[src/rtl/stats_pkg.sv]
// Shared constants for the stats blocks: counter indices, class count and
// the position of each flag within a parser result byte.
package stats_pkg;

  localparam int unsigned NUM_CLASSES = 9;

  localparam int unsigned CLS_TOTAL = 0;
  localparam int unsigned CLS_ARP   = 1;
  localparam int unsigned CLS_IP    = 2;
  localparam int unsigned CLS_IP6   = 3;
  localparam int unsigned CLS_BCAST = 4;
  localparam int unsigned CLS_TCP   = 5;
  localparam int unsigned CLS_UDP   = 6;
  localparam int unsigned CLS_SYN   = 7;
  localparam int unsigned CLS_FIN   = 8;

  localparam int unsigned FLG_ARP   = 7;
  localparam int unsigned FLG_IP    = 6;
  localparam int unsigned FLG_IP6   = 5;
  localparam int unsigned FLG_BCAST = 4;
  localparam int unsigned FLG_TCP   = 3;
  localparam int unsigned FLG_UDP   = 2;
  localparam int unsigned FLG_SYN   = 1;
  localparam int unsigned FLG_FIN   = 0;

  // True when a result with these flags should bump counter cls.
  // Class k (1..8) is flag bit 8-k; the total counter always counts.
  function automatic logic cls_hit(input logic [7:0] flags, input int unsigned cls);
    if (cls == CLS_TOTAL) return 1'b1;
    return flags[3'(CLS_FIN - cls)];
  endfunction

endpackage

[src/rtl/rr_arbiter.sv]
// Round-robin arbiter: one-hot grant to the first requester at or after the
// pointer; the pointer moves past the winner when the grant is taken.
module rr_arbiter #(
  parameter int unsigned N = 4
) (
  input  logic         clk,
  input  logic         reset,
  input  logic [N-1:0] req,
  input  logic         advance,
  output logic [N-1:0] grant
);
  import stats_pkg::*;

  localparam int unsigned PW = (N > 1) ? $clog2(N) : 1;

  logic [PW-1:0] ptr;
  logic [PW-1:0] gidx;
  logic [PW-1:0] idx;
  logic [PW:0]   sum;
  logic          hit;

  // Search ptr, ptr+1, ... modulo N for the first active request.
  always_comb begin
    grant = '0;
    gidx  = ptr;
    hit   = 1'b0;
    sum   = '0;
    idx   = '0;
    for (int unsigned i = 0; i < N; i++) begin
      sum = {1'b0, ptr} + (PW+1)'(i);
      if (sum >= (PW+1)'(N)) sum = sum - (PW+1)'(N);
      idx = sum[PW-1:0];
      if (!hit && req[idx]) begin
        hit        = 1'b1;
        grant[idx] = 1'b1;
        gidx       = idx;
      end
    end
  end

  // Pointer moves to the port after the winner; holds when nothing is granted.
  always_ff @(posedge clk) begin
    if (reset) begin
      ptr <= '0;
    end else if (advance && hit) begin
      ptr <= (gidx == PW'(N-1)) ? '0 : gidx + 1'b1;
    end
  end

endmodule

[src/rtl/stats_update_arbiter.sv]
// Shared per-port packet-class counters fed by NUM_PORTS parser result
// streams through a round-robin pop, with a one-cycle register read port
// and optional clear-on-read.
module stats_update_arbiter #(
  parameter int unsigned NUM_PORTS = 4,
  parameter int unsigned CNT_WIDTH = 32
) (
  input  logic                   clk,
  input  logic                   reset,
  input  logic [NUM_PORTS-1:0]   req_vld,
  input  logic [NUM_PORTS*8-1:0] req_class,
  output logic [NUM_PORTS-1:0]   req_ack,
  input  logic                   count_en,
  input  logic                   rd_req,
  input  logic [2:0]             rd_port,
  input  logic [3:0]             rd_class,
  input  logic                   rd_clear,
  output logic                   rd_ack,
  output logic [CNT_WIDTH-1:0]   rd_data
);
  import stats_pkg::*;

  logic [CNT_WIDTH-1:0] cnt [NUM_PORTS][NUM_CLASSES];

  logic                 upd_vld;
  logic [2:0]           upd_port;
  logic [7:0]           upd_class;
  logic                 upd_en;

  logic [NUM_PORTS-1:0] arb_req;
  logic [2:0]           gport;
  logic [7:0]           gclass;
  logic                 rd_valid;
  logic [CNT_WIDTH-1:0] rd_value;
  logic                 inc [NUM_PORTS][NUM_CLASSES];
  logic                 clr [NUM_PORTS][NUM_CLASSES];

  // Masking requests during reset keeps req_ack low even with req_vld high.
  assign arb_req = reset ? '0 : req_vld;

  rr_arbiter #(
    .N (NUM_PORTS)
  ) u_arb (
    .clk     (clk),
    .reset   (reset),
    .req     (arb_req),
    .advance (1'b1),
    .grant   (req_ack)
  );

  // Encode the one-hot grant and select the winner's class flags.
  always_comb begin
    gport  = '0;
    gclass = '0;
    for (int unsigned p = 0; p < NUM_PORTS; p++) begin
      if (req_ack[p]) begin
        gport  = 3'(p);
        gclass = req_class[p*8 +: 8];
      end
    end
  end

  // Decode the read address and per-counter increment/clear enables.
  always_comb begin
    rd_valid = ({1'b0, rd_port} < 4'(NUM_PORTS)) && (rd_class < 4'(NUM_CLASSES));
    rd_value = '0;
    for (int unsigned p = 0; p < NUM_PORTS; p++) begin
      for (int unsigned c = 0; c < NUM_CLASSES; c++) begin
        inc[p][c] = upd_vld && upd_en && (upd_port == 3'(p)) && cls_hit(upd_class, c);
        clr[p][c] = rd_req && rd_clear && rd_valid &&
                    (rd_port == 3'(p)) && (rd_class == 4'(c));
        if (rd_valid && (rd_port == 3'(p)) && (rd_class == 4'(c))) rd_value = cnt[p][c];
      end
    end
  end

  // Capture the granted result for application on the following cycle.
  always_ff @(posedge clk) begin
    if (reset) begin
      upd_vld   <= 1'b0;
      upd_port  <= '0;
      upd_class <= '0;
      upd_en    <= 1'b0;
    end else begin
      upd_vld <= |req_ack;
      if (|req_ack) begin
        upd_port  <= gport;
        upd_class <= gclass;
        upd_en    <= count_en;
      end
    end
  end

  // Counter update: a clear colliding with an increment leaves 1 so the
  // increment is not lost; otherwise increments saturate at all-ones.
  always_ff @(posedge clk) begin
    if (reset) begin
      for (int unsigned p = 0; p < NUM_PORTS; p++) begin
        for (int unsigned c = 0; c < NUM_CLASSES; c++) begin
          cnt[p][c] <= '0;
        end
      end
    end else begin
      for (int unsigned p = 0; p < NUM_PORTS; p++) begin
        for (int unsigned c = 0; c < NUM_CLASSES; c++) begin
          if (clr[p][c]) begin
            cnt[p][c] <= inc[p][c] ? CNT_WIDTH'(1) : '0;
          end else if (inc[p][c] && (cnt[p][c] != '1)) begin
            cnt[p][c] <= cnt[p][c] + 1'b1;
          end
        end
      end
    end
  end

  // Read port: one-cycle response; data holds until the next response.
  always_ff @(posedge clk) begin
    if (reset) begin
      rd_ack  <= 1'b0;
      rd_data <= '0;
    end else begin
      rd_ack <= rd_req;
      if (rd_req) rd_data <= rd_value;
    end
  end

endmodule
[config.mk]
export PLATFORM = sky130hd
export DESIGN_NAME = stats_update_arbiter
export DESIGN_NICKNAME = d
export VERILOG_FILES = /design/src/rtl/stats_pkg.sv /design/src/rtl/rr_arbiter.sv /design/src/rtl/stats_update_arbiter.sv
export SDC_FILE = /design/constraint.sdc
export NUM_CORES = 2
export LEC_CHECK = 0
export BUFFER_PORTS_ARGS = -buffer_cell sky130_fd_sc_hd__buf_4
export CAP_MARGIN = 20
export CORE_MARGIN = 2
export CORE_UTILIZATION = 35
export DETAILED_ROUTE_END_ITERATION = 6
export PLACE_DENSITY = 0.45
export RECOVER_POWER = 50
export SLEW_MARGIN = 20
export SYNTH_ARGS = -nofsm -noshare
export SYNTH_HDL_FRONTEND = slang
export SYNTH_SLANG_ARGS = --single-unit
[constraint.sdc]
create_clock -name clk -period 9.45 [get_ports clk]
set_clock_uncertainty 0.05 [all_clocks]
set_input_delay 1.4175 -clock clk [delete_from_list [all_inputs] [get_ports clk]]
set_output_delay 1.4175 -clock clk [all_outputs]
set_load 0.05 [all_outputs]
* Word-level counts from Yosys, hierarchy flattened
Memories as Yosys holds them, arrays and structs flattened. Index checks and enable logic that the tools add are counted.
Word-level totals: bits in registers 48, RAM bits 1152, bits of input ports 48, output and inout bits 37, memories 1
Cells by class: add/subtract/negate cells 44, magnitude comparators 14, equality and inequality tests 51, muxes and demuxes 439, bitwise logic cells 75, reductions and logical operators 170
Memories:
- cnt | depth 4, bits a word 288, rd ports 4, clocked after Yosys merged registers in 0, write ports 4, RTL line stats_update_arbiter.sv:23 | logic [CNT_WIDTH-1:0] cnt [NUM_PORTS][NUM_CLASSES];
Operators by type and width (count):
- 32-bit two-way mux | 108
- 32-bit by 1-bit adder with 32-bit output, second input constant | 36
- 32-bit inequality test, second input constant | 36
- 1-bit two-way mux | 303
- 1-bit logical AND | 163
- 1-bit OR | 72
- 8-bit two-way mux | 4
- 4-bit two-way mux | 5
- 2-bit two-way mux | 9
- 4-bit by 3-bit equality test with 1-bit output, second input constant | 4
- 3-bit by 2-bit equality test with 1-bit output, second input constant | 4
- 2-bit by 3-bit < comparator with 1-bit output, second input constant | 4
- 4-bit OR | 3
- 3-bit greater-or-equal comparator, second input constant | 3
- 1-bit binary-select mux with 2-bit select | 4
- 1-bit demux with 2-bit select | 4
- 4-bit by 2-bit equality test with 1-bit output, second input constant | 2
- 2-bit by 1-bit greater-or-equal comparator with 1-bit output, second input constant | 4
- 2-bit by 1-bit subtractor with 2-bit output, second input constant | 4
- 2-bit by 2-bit adder with 3-bit output, second input constant | 2
- 3-bit by 1-bit equality test with 1-bit output, second input constant | 2
- 3-bit zero test | 2
- 3-bit two-way mux | 2
- 4-bit by 1-bit equality test with 1-bit output, second input constant | 1
- other kinds (10) | 12

* Depth between registers and ports, before layout
word-level depth 40, mapped depth 13

* By module
From an unflattened synthesis, not the netlist that was laid out.
Unflattened totals: cells, all modules 7430, area, all modules 71847.7 µm²
By module, submodules not included:
- stats_update_arbiter | times used 1, cells each 7357, area each 71227.1 µm², sequential area each 35183.7 µm²
- rr_arbiter | times used 1, cells each 73, area each 620.6 µm², sequential area each 40.0 µm²

* Worst setup path after synthesis
OpenSTA, ideal clock, no wires.
path type input to register, start point input rd_class[1], end point memory cnt[1][0] (netlist bit), enable pin, data arrival time 4389 ps, data required time 8969 ps, path slack 4581 ps, stages 7, buffers on the path 4, path through buf_2 buf_4 nor4b_4 nand2_1 clkbuf_1 clkbuf_1 o211ai_1
RTL lines:
- start, declared | RTL line stats_update_arbiter.sv:16 | input logic [3:0] rd_class,
- end, declared | RTL line stats_update_arbiter.sv:23

* Worst setup path after layout
start point input rd_class[0], end point register rd_data[7]
Between the ends: word-level cells in the longest chain between the ends 40
RTL lines:
- 4-bit < comparator | RTL line stats_update_arbiter.sv:65 | rd_valid = ({1'b0, rd_port} < 4'(NUM_PORTS)) && (rd_class < 4'(NUM_CLASSES));
- 1-bit logical AND | RTL line stats_update_arbiter.sv:65
- 1-bit logical AND (2 in a row) | RTL line stats_update_arbiter.sv:72 | if (rd_valid && (rd_port == 3'(p)) && (rd_class == 4'(c))) rd_value = cnt[p][c];
- 32-bit two-way mux (35 in a row) | RTL line stats_update_arbiter.sv:72
- 32-bit two-way mux (*) | RTL line stats_update_arbiter.sv:72
- end signal, assigned | RTL line stats_update_arbiter.sv:123 | if (rd_req) rd_data <= rd_value;
- end, declared | RTL line stats_update_arbiter.sv:19 | output logic [CNT_WIDTH-1:0] rd_data
Every way passes the cells marked *; elsewhere a longest branch is shown, timed or not. A chain may end at the register's enable or synchronous reset.

==> run summary <==
In the final routed layout, each cell accounts on average for between 20 and 30 um. Power spread over the standard cell area amounts to ~170 mW/mm^2. The min-delay analysis places its worst path in the category reg2reg. The worst setup path is captured at a register. The floorplan die width came out at 455 um.

The worst-case vdd ir drop is 0.200 mV. The number of cell rows came out at 165. The first detailed-routing pass ran for 7 iterations. The distinct cell type count after synthesis came out at 110.

The post-route antenna net violation count came out at 0. The synthesized netlist occupies a cell area of 0.0713 mm^2. Sorting the synthesized cells by area gives the leading types as edfxtp_1 47%, xor2_1 8.4%, nor2_1 7.9%, xnor2_1 4.3%, nand3_1 3.6%.

At the end of routability-driven placement, the weighted congestion stood at ~1.0. The area overhead of the layout relative to synthesis came out at 11.4%. The number of antenna violations at the first check in global routing came out at 27. The total vias in the final route is 60900. The maximum level of the CTS H-tree is 4. The proportion of netlist area held by the largest area contributor came out at 47.2%. The aggregate global-route resource usage came out at 27.9%. The library cell used most frequently in the layout, excluding fill and tap cells, is nor2_1.

The period utilization came out at between 80% and 90%. 85 I/O pins were placed. In the routed design, unresolved DRC markers number 2.

The setup path with the least slack is of type in2reg. Setup repair after global routing left no endpoint under its margin. The total chip power came out at about 13 mW. The number of gates resized after CTS was 0. The setup slack after placement came out at 3.69 ns. The number of hold violations in the final report came out at 0.

Counting flops with an async set or reset pin after synthesis yields a share of 0%. Sequential cells were found to cover 49.4% of the synthesized design area. The floorplan step defined a core boundary enclosing 0.202 mm^2.

Max-cap violations in this run came to 29. The count of flip-flops with a built-in enable after synthesis came out at between 1000 and 1500. Cells with a size suffix above 1 make up 6.06% of the layout. The detailed router finished its first iteration with ~8400 violations.

The initial standard-cell utilization of the core came out at 35.3%. The cell type contributing the most total cell area after synthesis is edfxtp_1. Counting flops and latches in the post-synthesis netlist gives 1199.

At the end of the flow, the number of nets in the layout was ~7600. The quantity of I/O buffers inserted on ports came out at 84. The data required time of the worst path came out at 10.06 ns. In this run, CTS created clock tree buffers numbering about 150. The run finished, with violations left.

The worst path setup slack after routing came out at 1.53 ns. The arrival time of data at the critical path endpoint is around 8.5 ns. The number of setup violations in the final report came out at 0.

Among all flip-flop cells after synthesis, the most frequent one is edfxtp_1. The net count after synthesis is 7484. The number of global-route vias before repair is 55800. The synthesis warning total came out at 0. Measured against its own limit, the worst slew margin works out to -124%. The final-layout worst hold slack is 0.498 ns.

Summed over all layers, the global routing overflow is 0. The cts-stage hold buffer count is 0. Clock-pin slew was measured on the worst setup and hold paths at 0.06 ns. The mean post-synth cell area came out at ~9.6 um^2. The post-route minimum period is a little under 8 ns. The cell count after synthesis came out at 7393. The clock passes through at most 3 buffers.

The leakage power summed over all cells is around 25 nW. Wires add up to 299000 um. The clock sink count is 1199. The tree is rooted in a clkbuf_16.

The per-cell via count in the routed design is approximately 6. The total negative setup slack is 0 ns. Based on the critical path, the design can be clocked at up to roughly 130 MHz. The largest net degree at the start of global routing came out at 59. In the layout the commonest cells are 1484 x nor2_1, 1121 x edfxtp_1, 688 x xor2_1, 609 x nand2_1, 519 x nand3_1. The TritonCTS clock tree is built.

The final reports fail on DRC, capacitance limit, slew limit. For the pin with the worst max-slew slack, the measured transition is ~3.4 ns. The die is 455 um tall.

The insertion delay to the later sink of the worst-skew pair is between 0.8 and 0.9 ns. The number of setup buffers added after CTS is 0. STA classifies the critical path startpoint as an input pin.

The floorplan die area is approximately 0.21 mm^2. The first-pass GRT wire length is ~420000 um. The largest driver fanout on the critical path came out at 58. The final HPWL from detailed placement is 226000 um. The number of max-slew violations in the final report is 840.
[layout make-up]
| class | instances | area [um^2] |
|---|---|---|
| clock buffer | 196 | 4020 |
| inverter | 138 | 518 |
| antenna | 11 | 27.5 |
| multi-input combinational | 5727 | 34200 |
| fill | 20400 | 123000 |
| sequential | 1199 | 35200 |
| clock inverter | 73 | 500 |
| tap | 2672 | 3340 |
| timing repair buffer | 244 | 1570 |
[worst max-delay path, cell delays in order]
cell      delay (ns)
clkbuf_1        2.32
nor4b_1         0.18
clkbuf_1        1.05
nand2_1         1.02
nand2_1         0.62
nor4_1          0.82
and3_1          0.58
o31a_1          0.34
a311oi_1        0.07
[final timing paths]
kind                                   from           to  slack (ns)  cells after the start
worst min register to register  rd_data[20]  rd_data[20]        0.50                      1
worst min-delay path            rd_data[20]  rd_data[20]        0.50                      1
worst max-delay path            rd_class[0]   rd_data[7]        1.53                      9
worst max register to register    cnt[1][0]   cnt[1][64]        4.41                     10
[power breakdown]
| part | switching, mW | internal [mW] |
|---|---|---|
| clock | 2.43 | 3.07 |
| combinational | 0.838 | 0.333 |
| sequential | 0.457 | 6.08 |
| total | 3.73 | 9.48 |
[state kept, by name, indices dropped and copies added, names as in the netlist]
register,count
upd_port,2
u_arb.ptr,2
cnt,1152
rd_data,32
upd_en,1
upd_class,8
rd_ack,1
upd_vld,1
[through the flow]
step | cells | util [%] | area (um^2)
global route | 10300 | 39.3 | 79400
detailed placement | 9979 | 37.2 | 75200
floorplan | 7393 | - | 71300
global placement | 9976 | 37.2 | 75200
CTS | 10200 | 39.4 | 79800
finish | 10300 | 39.3 | 79400
[routing by layer]
layer	part of all wire, %	wire length [um]	GRT usage (%)
met1	44	132000	40.7
met2	41	123000	39.3
met3	9.7	29100	6.43
met4	5.0	14900	11.9
met5	0.022	66	0
[cell usage after synthesis (all sizes together) (17+ instances only)]
cell type     n
a21oi       186
a221oi       61
a222oi       33
a22o         29
a22oi       142
a31oi        33
and2         54
and3        209
and4        104
buf          75
clkbuf      254
dfxtp        78
edfxtp     1121
ha           43
inv         136
nand2       610
nand2b       25
nand3       520
nand4       280
nor2       1495
nor2b        22
nor3        132
nor4         38
o211ai       42
o21ai       136
o221ai       56
o22a         17
o22ai       113
or3          62
xnor2       354
xor2        688
[cells by family (layout without fill, tap and decap cells)]
group	Yosys count	after routing	synth area share, %
buf+inv	467	651	2.69
fa+ha+maj	43	43	0.754
mux	18	18	0.332
compound gates	1007	1007	10.1
other cells	0	11	0
xor+xnor	1042	1042	12.8
simple gates	3617	3617	24.0
flops	1199	1199	49.4
Power figures use the tool's default switching activity.
